**src/rtl/div_pkg.sv**
```systemverilog
`default_nettype none
// ============================================================================
//  Module      : div_pkg
//  Description : Shared definitions for the multi-cycle integer divider.
//                - DIV_WIDTH          : default operand width
//                - DIV_ZERO_QUOTIENT  : all-ones quotient returned on x/0
//                                       (slice the low WIDTH bits, WIDTH<=64)
//                - div_ctrl_t         : control-strobe bundle driven by the
//                                       divider FSM into the datapath
//  Revision    : 1.0 - initial release
// ============================================================================
package div_pkg;

  localparam int DIV_WIDTH = 32;

  localparam logic [63:0] DIV_ZERO_QUOTIENT = '1;

  typedef struct packed {
    logic initialize;     // load operands, start a new division
    logic load_divident;  // subtract step
    logic sh_en;          // shift step
  } div_ctrl_t;

endpackage
`default_nettype wire

```
**src/rtl/div_step_unit.sv**
```systemverilog
`default_nettype none
// ============================================================================
//  Module      : div_step_unit
//  Description : Combinational compare/subtract of the partial remainder
//                against the divisor for the shift-subtract divider.
//  Ports       : rem   in  WIDTH+1  partial remainder R
//                dvs   in  WIDTH    divisor D
//                dz    in  1        divide-by-zero flag of current operation
//                gt    out 1        R >= D, suppressed when D==0 or dz
//                diff  out WIDTH+1  R - D
//  Revision    : 1.0 - initial release
// ============================================================================
module div_step_unit #(
  parameter int WIDTH = 32
) (
  input  logic [WIDTH:0]   rem,
  input  logic [WIDTH-1:0] dvs,
  input  logic             dz,
  output logic             gt,
  output logic [WIDTH:0]   diff
);

  logic [WIDTH:0] w_dvs_ext;

  assign w_dvs_ext = {1'b0, dvs};

  // A zero divisor only exists out of reset or on a divide-by-zero; in both
  // cases no subtract may be requested, so the flag is masked for D==0 too.
  assign gt   = !dz && (dvs != '0) && (rem >= w_dvs_ext);
  assign diff = rem - w_dvs_ext;

endmodule
`default_nettype wire

```
**src/rtl/divider_datapath.sv**
```systemverilog
`default_nettype none
// ============================================================================
//  Module      : divider_datapath
//  Description : Shift-subtract datapath of the multi-cycle MIPS divider.
//                Holds the operands, partial remainder R, quotient Q and the
//                iteration count, reacts to the FSM strobes and reports the
//                status flags the FSM sequences on.
//  Config      : SIGNED_DIV_EN - adds div_signed input; operands are taken
//                as magnitudes and the results sign-corrected on output.
//  Ports       : CLK                  in  1      clock, rising edge
//                RST                  in  1      async reset, active-low
//                dividend / divisor   in  WIDTH  operands, sampled on initialize
//                initialize           in  1      start new division
//                load_divident        in  1      subtract step
//                sh_en                in  1      shift step
//                div_signed           in  1      (SIGNED_DIV_EN only)
//                divident_gt_divisor  out 1      R >= D
//                done                 out 1      result valid
//                div_by_zero          out 1      sticky x/0 flag
//                quotient             out WIDTH  LO result
//                remainder            out WIDTH  HI result
//  Revision    : 1.0 - initial release
// ============================================================================
module divider_datapath
  import div_pkg::*;
#(
  parameter int WIDTH = DIV_WIDTH,
  parameter int CNT_W = $clog2(WIDTH + 1)
) (
  input  logic             CLK,
  input  logic             RST,
  input  logic [WIDTH-1:0] dividend,
  input  logic [WIDTH-1:0] divisor,
  input  logic             initialize,
  input  logic             load_divident,
  input  logic             sh_en,
`ifdef SIGNED_DIV_EN
  input  logic             div_signed,
`endif
  output logic             divident_gt_divisor,
  output logic             done,
  output logic             div_by_zero,
  output logic [WIDTH-1:0] quotient,
  output logic [WIDTH-1:0] remainder
);

  localparam logic [CNT_W-1:0] c_iter_cnt  = CNT_W'(WIDTH);
  localparam logic [WIDTH-1:0] c_dz_quot   = DIV_ZERO_QUOTIENT[WIDTH-1:0];

  div_ctrl_t        w_ctrl;
  logic [WIDTH:0]   r_rem;
  logic [WIDTH-1:0] r_quo;
  logic [WIDTH-1:0] r_dvs;
  logic [CNT_W-1:0] r_cnt;
  logic             r_dz;
  logic             w_gt;
  logic [WIDTH:0]   w_diff;
  logic [WIDTH-1:0] w_op_a;
  logic [WIDTH-1:0] w_op_b;

  assign w_ctrl = '{initialize: initialize, load_divident: load_divident, sh_en: sh_en};

  // --------------------------------------------------------------------------
  // Operand conditioning: magnitudes in signed mode, raw operands otherwise.
  // --------------------------------------------------------------------------
`ifdef SIGNED_DIV_EN
  logic w_neg_a;
  logic w_neg_b;
  logic r_sq;
  logic r_sr;

  assign w_neg_a = div_signed && dividend[WIDTH-1];
  assign w_neg_b = div_signed && divisor[WIDTH-1];
  assign w_op_a  = w_neg_a ? (WIDTH'(0) - dividend) : dividend;
  assign w_op_b  = w_neg_b ? (WIDTH'(0) - divisor)  : divisor;

  // Result sign flags; cleared on divide-by-zero, whose result is raw.
  always_ff @(posedge CLK or negedge RST) begin
    if (!RST) begin
      r_sq <= 1'b0;
      r_sr <= 1'b0;
    end else if (w_ctrl.initialize) begin
      r_sq <= (divisor != '0) && (w_neg_a ^ w_neg_b);
      r_sr <= (divisor != '0) && w_neg_a;
    end
  end
`else
  assign w_op_a = dividend;
  assign w_op_b = divisor;
`endif

  div_step_unit #(
    .WIDTH (WIDTH)
  ) u_step (
    .rem  (r_rem),
    .dvs  (r_dvs),
    .dz   (r_dz),
    .gt   (w_gt),
    .diff (w_diff)
  );

  // --------------------------------------------------------------------------
  // State registers. Priority: initialize > load_divident > sh_en.
  // --------------------------------------------------------------------------
  always_ff @(posedge CLK or negedge RST) begin
    if (!RST) begin
      r_rem <= '0;
      r_quo <= '0;
      r_dvs <= '0;
      r_cnt <= '0;
      r_dz  <= 1'b0;
    end else if (w_ctrl.initialize) begin
      if (divisor == '0) begin
        // Raw dividend goes to HI even in signed mode.
        r_rem <= {1'b0, dividend};
        r_quo <= c_dz_quot;
        r_dvs <= '0;
        r_cnt <= '0;
        r_dz  <= 1'b1;
      end else begin
        r_rem <= '0;
        r_quo <= w_op_a;
        r_dvs <= w_op_b;
        r_cnt <= c_iter_cnt;
        r_dz  <= 1'b0;
      end
    end else if (w_ctrl.load_divident) begin
      // Defensive: a subtract without R >= D (or on x/0) is dropped.
      if (w_gt) begin
        r_rem    <= w_diff;
        r_quo[0] <= 1'b1;
      end
    end else if (w_ctrl.sh_en) begin
      // Once the count is exhausted, shifts are ignored so that the FSM's
      // final OPER-cycle strobe cannot disturb the finished result.
      if (r_cnt != '0) begin
        {r_rem, r_quo} <= {r_rem[WIDTH-1:0], r_quo, 1'b0};
        r_cnt          <= r_cnt - 1'b1;
      end
    end
  end

  // --------------------------------------------------------------------------
  // Flags and result outputs
  // --------------------------------------------------------------------------
  assign divident_gt_divisor = w_gt;
  assign done                = (r_cnt == '0) && !w_gt;
  assign div_by_zero         = r_dz;

`ifdef SIGNED_DIV_EN
  assign quotient  = r_sq ? (WIDTH'(0) - r_quo) : r_quo;
  assign remainder = r_sr ? (WIDTH'(0) - r_rem[WIDTH-1:0]) : r_rem[WIDTH-1:0];
`else
  assign quotient  = r_quo;
  assign remainder = r_rem[WIDTH-1:0];
`endif

endmodule
`default_nettype wire

```
**config.mk**
```make
export PLATFORM = sky130hd
export DESIGN_NAME = divider_datapath
export DESIGN_NICKNAME = d
export VERILOG_FILES = /design/src/rtl/div_pkg.sv /design/src/rtl/div_step_unit.sv /design/src/rtl/divider_datapath.sv
export SDC_FILE = /design/constraint.sdc
export NUM_CORES = 1
export LEC_CHECK = 0
export CORE_UTILIZATION = 53
export CTS_CLUSTER_DIAMETER = 150
export DETAILED_ROUTE_END_ITERATION = 10
export PLACE_DENSITY_LB_ADDON = 0.08
export SETUP_SLACK_MARGIN = 0.15
export SKIP_LAST_GASP = 1
export SLEW_MARGIN = 40
export SYNTH_ARGS = -nofsm -noshare
export SYNTH_HDL_FRONTEND = slang
export SYNTH_SLANG_ARGS = --single-unit
```
**constraint.sdc**
```tcl
create_clock -name CLK -period 4 [get_ports CLK]
set_input_delay 1 -clock CLK [delete_from_list [all_inputs] [get_ports CLK]]
set_output_delay 1 -clock CLK [all_outputs]
set_load 0.01 [all_outputs]
```
* Yosys cells after proc, flatten, opt, wreduce, memory -nomap -nowiden
Index checks and enable logic that the tools add are counted.
W data, S select, Z words.
** Word-level totals
- Logic and storage cells :: 46
- Input bits :: 69
- Register bits after elaboration :: 104
- Output and inout bits :: 67
** Cells by class
- Mux-type cells :: 20
- Magnitude comparators :: 1
- Equal/unequal tests :: 2
- $add $sub $neg :: 2
- Reduce and logical (&&, ||, !) cells :: 15
** Operator list (number)
- $mux W32 :: 6
- $mux W33 :: 5
- $ge A33 B32 Y1 :: 1
- $sub A33 B32 Y33 :: 1
- $logic_not A32 Y1 :: 1
- $reduce_bool A32 Y1 :: 1
- $mux W31 :: 1
- $mux W6 :: 5
- $logic_not A6 Y1 :: 1
- $reduce_and A3 Y1 :: 2
- $reduce_bool A3 Y1 :: 2
- $reduce_bool A6 Y1 :: 1
- $sub A6 B1 Y6 const B :: 1
- $reduce_bool A2 Y1 :: 2
- $logic_and A1 B1 Y1 :: 3
- $mux W1 :: 3
- $ne A3 B2 Y1 const B :: 1
- $logic_not A1 Y1 :: 2
- $ne A2 B2 Y1 const B :: 1

* Longest topological paths before layout
Gate-level depths: netlist of the first run.
- Depth in word-level cells :: 6
- Depth in mapped cells :: 13
- Gate-level depth less buffers :: 12

* Hierarchy
From an unflattened synthesis of the first run, not the netlist that was laid out.
** Second synthesis, totals
- Cells, all modules :: 808
- Area total of the unflattened synthesis :: 7662.3 µm²
** By module, submodules not included
- divider_datapath :: instances 1, sequential area each 2602.5 µm², cells each 490, area each 5539.1 µm²
- div_step_unit :: instances 1, sequential area each 0.0 µm², cells each 318, area each 2123.3 µm²

* Worst setup path after synthesis of the first run
No wires, ideal clock.
- Path kind :: flip-flop to output port
- Start :: register r_rem[4]
- End :: output port done
- Data arrival time :: 2.262 ns
- Path buffers :: 0
- Stages on the path, launching flop included :: 10
- Slack :: 0.738 ns
- Data required time :: 3.000 ns
- Cells stage by stage :: dfrtp_1 ha_1 a21o_1 a31oi_1 a21oi_1 o211ai_1 o22ai_1 a41oi_1 nor2_1 nor2_1
** Between the ends
- Longest elaborated chain between the ends :: 4
** Ends and longest elaborated chain
- start: declaration :: line divider_datapath.sv:51 : logic [WIDTH:0] r_rem;
- start signal: assignment :: line divider_datapath.sv:115 : r_rem <= {1'b0, dividend};
- start signal: assignment :: line divider_datapath.sv:130 : r_rem <= w_diff;
- start signal: assignment :: line divider_datapath.sv:137 : {r_rem, r_quo} <= {r_rem[WIDTH-1:0], r_quo, 1'b0};
- $ge A33 B32 Y1 :: line div_step_unit.sv:29 : assign gt = !dz && (dvs != '0) && (rem >= w_dvs_ext);
- $logic_and A1 B1 Y1 :: line div_step_unit.sv:29
- via divident_gt_divisor :: line divider_datapath.sv:40 : output logic divident_gt_divisor,
- $logic_not A1 Y1 :: line divider_datapath.sv:147 : assign done = (r_cnt == '0) && !w_gt;
- $logic_and A1 B1 Y1 :: line divider_datapath.sv:147
- end: declaration :: line divider_datapath.sv:41 : output logic done,
The timed path passes the listed nets, and every way through them passes these cells.

* Worst setup path in the final report of the first run
- Start :: register r_dvs[4]
- End :: output port done
** Between the ends
- Longest elaborated chain between the ends :: 5
- Elaborated cells on any way between the ends :: 6
- Classes of those cells :: order compare: 1; reduce/logical: 5
** Ends and longest elaborated chain
- start: declaration :: line divider_datapath.sv:53 : logic [WIDTH-1:0] r_dvs;
- start signal: assignment :: line divider_datapath.sv:123 : r_dvs <= w_op_b;
- branches (longest 2 deep; another with $ge A33 B32 Y1)
- $logic_and A1 B1 Y1 (*) :: line div_step_unit.sv:29
- $logic_not A1 Y1 (*) :: line divider_datapath.sv:147
- $logic_and A1 B1 Y1 (*) :: line divider_datapath.sv:147
Mark *: on every way between the ends.

==> results of run 1 <==
## timing repair
action	in CTS	in global routing
hold buffers	0	0
setup endpoints to repair	2	2
pin swaps	2	3
resized for setup	31	5
setup buffers	2	2
cloned	0	0
## worst paths after layout
| kind | startpoint | end | slack [ps] | cells after the start |
|---|---|---|---|---|
| setup / recovery | r_dvs[4] | done | 350 | 11 |
| setup reg to reg | r_rem[1] | quotient[0] | 760 | 11 |
| min in group asynchronous | RST | quotient[26] | 610 | 1 |
| hold reg to reg | quotient[9] | quotient[9] | 500 | 2 |
| hold / removal | quotient[9] | quotient[9] | 500 | 2 |
| max in group asynchronous | RST | quotient[23] | 2620 | 2 |
## cell type report
type,count,share of cell area
Tap cell,172,0.0244
Inverter,46,0.0195
Clock inverter,2,0.00156
Multi-Input combinational cell,633,0.458
Sequential cell,104,0.294
Clock buffer,13,0.0294
Timing Repair Buffer,155,0.172
## critical path, cell delays in order, from the launching register on
cell and delay, ps:
dfrtp_1 380, inv_1 70, ha_2 330, a21o_1 220, a31oi_4 180, a21oi_2 100, o211ai_1 310, o22ai_2 160
a41oi_2 220, nor2_1 80, nor2_1 100, clkbuf_2 140
## layer usage
layer,vias to the layer above,wire length (um)
met5,-,0
met3,59,1250
met4,0,835
met1,3293,8870
met2,249,10900
li1,3234,-
## state kept, by name, indices dropped and copies added (netlist names)
name         cells
div_by_zero      1
quotient        32
r_cnt            6
r_dvs           32
r_rem           33
## cells in the mapped netlist, drive strengths merged, types with 3 or more instances
| cell type | count |
|---|---|
| a211oi | 5 |
| a21o | 12 |
| a21oi | 69 |
| a221oi | 3 |
| a222oi | 12 |
| a22oi | 4 |
| a31oi | 13 |
| and2 | 4 |
| and3 | 7 |
| buf | 43 |
| clkbuf | 47 |
| dfrtp | 104 |
| ha | 33 |
| inv | 46 |
| mux2 | 7 |
| mux2i | 10 |
| nand2 | 93 |
| nand2b | 4 |
| nand3 | 16 |
| nand3b | 3 |
| nand4 | 15 |
| nor2 | 70 |
| nor2b | 4 |
| nor3 | 7 |
| nor4 | 18 |
| o211ai | 4 |
| o21a | 7 |
| o21ai | 123 |
| o21bai | 4 |
| or3 | 33 |
| xnor2 | 19 |
| xor2 | 10 |
## per-stage QoR
stage / util / total power, mW / hold WS [ps]
after floorplan: - / 3.90 / 506
after global placement: 0.650 / 4.85 / 481
after detailed placement: 0.650 / 4.90 / 488
after CTS: 0.684 / 5.92 / 504
after global routing: 0.686 / 6.35 / 530
final: 0.686 / 5.97 / 501
## cell usage in the layout (no fill, tap or decap), types with 5 or more instances in the layout
cell type,synthesis,final
a211oi_1,5,5
a21o_1,12,12
a21oi_1,66,65
a222oi_1,12,12
a31oi_1,12,11
and3_1,6,5
buf_4,32,19
clkbuf_16,0,9
clkdlybuf4s50_1,0,131
dfrtp_1,104,104
ha_1,33,16
ha_2,0,9
ha_4,0,8
inv_1,46,46
mux2_2,6,6
mux2i_1,10,10
nand2_1,93,93
nand3_1,16,16
nand4_1,15,15
nor2_1,69,66
nor3_1,6,5
nor4_1,18,18
o21a_1,7,6
o21ai_0,113,113
o21ai_1,9,9
or3_1,33,33
xnor2_1,19,19
xor2_1,10,10
## power groups by stage
stage               logic [mW]  clock network, mW  registers (mW)
floorplan                 2.38                  0            1.52
detailed placement        3.29                  0            1.61
CTS                       3.44              0.868            1.61
finish                    3.51              0.849            1.61
global placement          3.26                  0            1.59
global route              3.81              0.898            1.64
## cells by family (layout without fill, tap and decap cells)
| family | Yosys count | after routing | share of synthesized area |
|---|---|---|---|
| buffers and inverters | 136 | 216 | 0.0912 |
| adders and majority gates | 34 | 34 | 0.0608 |
| AOI/OAI and AO/OA | 273 | 273 | 0.232 |
| and+or+nand+nor | 280 | 280 | 0.189 |
| xor gates and xnor gates | 29 | 29 | 0.0357 |
| DFF | 104 | 104 | 0.366 |
| muxes | 17 | 17 | 0.0251 |
==> metrics.cfg, run 1 <==
[die]
start_util=0.553
pin_count=136
die_h_um=118
dieArea_um2=13900
num_rows=41
coreArea_um2=12900
die_w_um=118

[placed_design]
place_congestion=0.929
dpl.cell_count=1106
dpl_cell_area_um2=8370
dpl.hpwl_um=16400
post-place-ws_ps=176
numPortBuffers=135

[yosys]
synth_area_um2=7120
synth.top_cell.area_share=0.366
synth_edf_count=0
synth_largest_area_cell=dfrtp_1
ys_seq_area_frac=0.366
synthTopCellsByArea=dfrtp_1 (37%), o21ai_0 (7.9%), ha_1 (5.8%), nand2_1 (4.9%), a21oi_1 (4.6%)
ys.flop_type=dfrtp_1
yosys_warnings=0
syn_nets=976
syn_area_per_cell_um2=8.16
yosysUniqueCellTypes=65
synth_cells=873
ys_seq_elements=104
async_reset_ff_frac=1.00

[cts]
cts_tree=yes
clock_path_buffers=2
cts_buffers=9
htreeDepth=3
clkTransAtPathRegs_ps=70
clkSinkCount=104
cts_root_buf=clkbuf_16
insertion_delay_ps=350

[pwr]
switching_share=0.435
power_frac_comb=0.588
p_clk_frac=0.142
p_seq_frac=0.270
p_switching_mw=2.60
power.internal_mw=3.38
power_density_nw_per_um2=676
vdd_ir_drop_max_mv=0.426
p_leak_nw=3.67

[sta]
tightest_slew_ps=641
fmax_mhz=274
finalCritPeriodShare=0.912
max_slew_margin=0.572
min_period_ps=3650
tns_ps=0
hold_viol_final=0
setup_viol_count_final=0
fin_skew_ps=4.25
slew_viol_final=0
rsz0062_at_grt=no
fin_ws_ps=352

[final_layout]
fill_cells=1059
final_nets=1052
seq_area_um2=2600
n_antenna_cell=0
final_cells=1125
final_cell_area_um2=8840
layout-drive-gt1-share=0.0871
syn2layout_area_growth_pct=24.1
multiInputGateArea_um2=4050

[drt]
wl_um=21900
drc=0
dr.pass1.iters=7
via_per_inst=6.08
drtIter0Drc=639
ant_nets=0
route.vias.total=6835
wl_per_cell_um=19.4

[global_route]
grt_pass1_vias=6676
grt_use_met3=0.0669
grt_max_degree=73
grt_usage=0.319
use_met1=0.383
busiest_layer=met2
overflow=0
grt_use_met2=0.550
grt_pass1_wl_um=34500
antenna_found_initial=0

[status]
outcome=complete, no violations

[setup_path]
arrival_ps=2650
critPathKind=reg2out
cp.required_ps=3000
cp_max_fo=6
start_kind=register
end_kind=primary output

[worst_hold_path]
holdCritPathClass=reg2reg

[flow_run]
maxCapViolCount=0

Power figures use the tool's default switching activity.
==> inputs of run 2 (changes only) <==
CTS_CLUSTER_DIAMETER = default   (was 150)
==> results of run 2 <==
No change in the layout: final DEF, timing and power equal those of run 1.
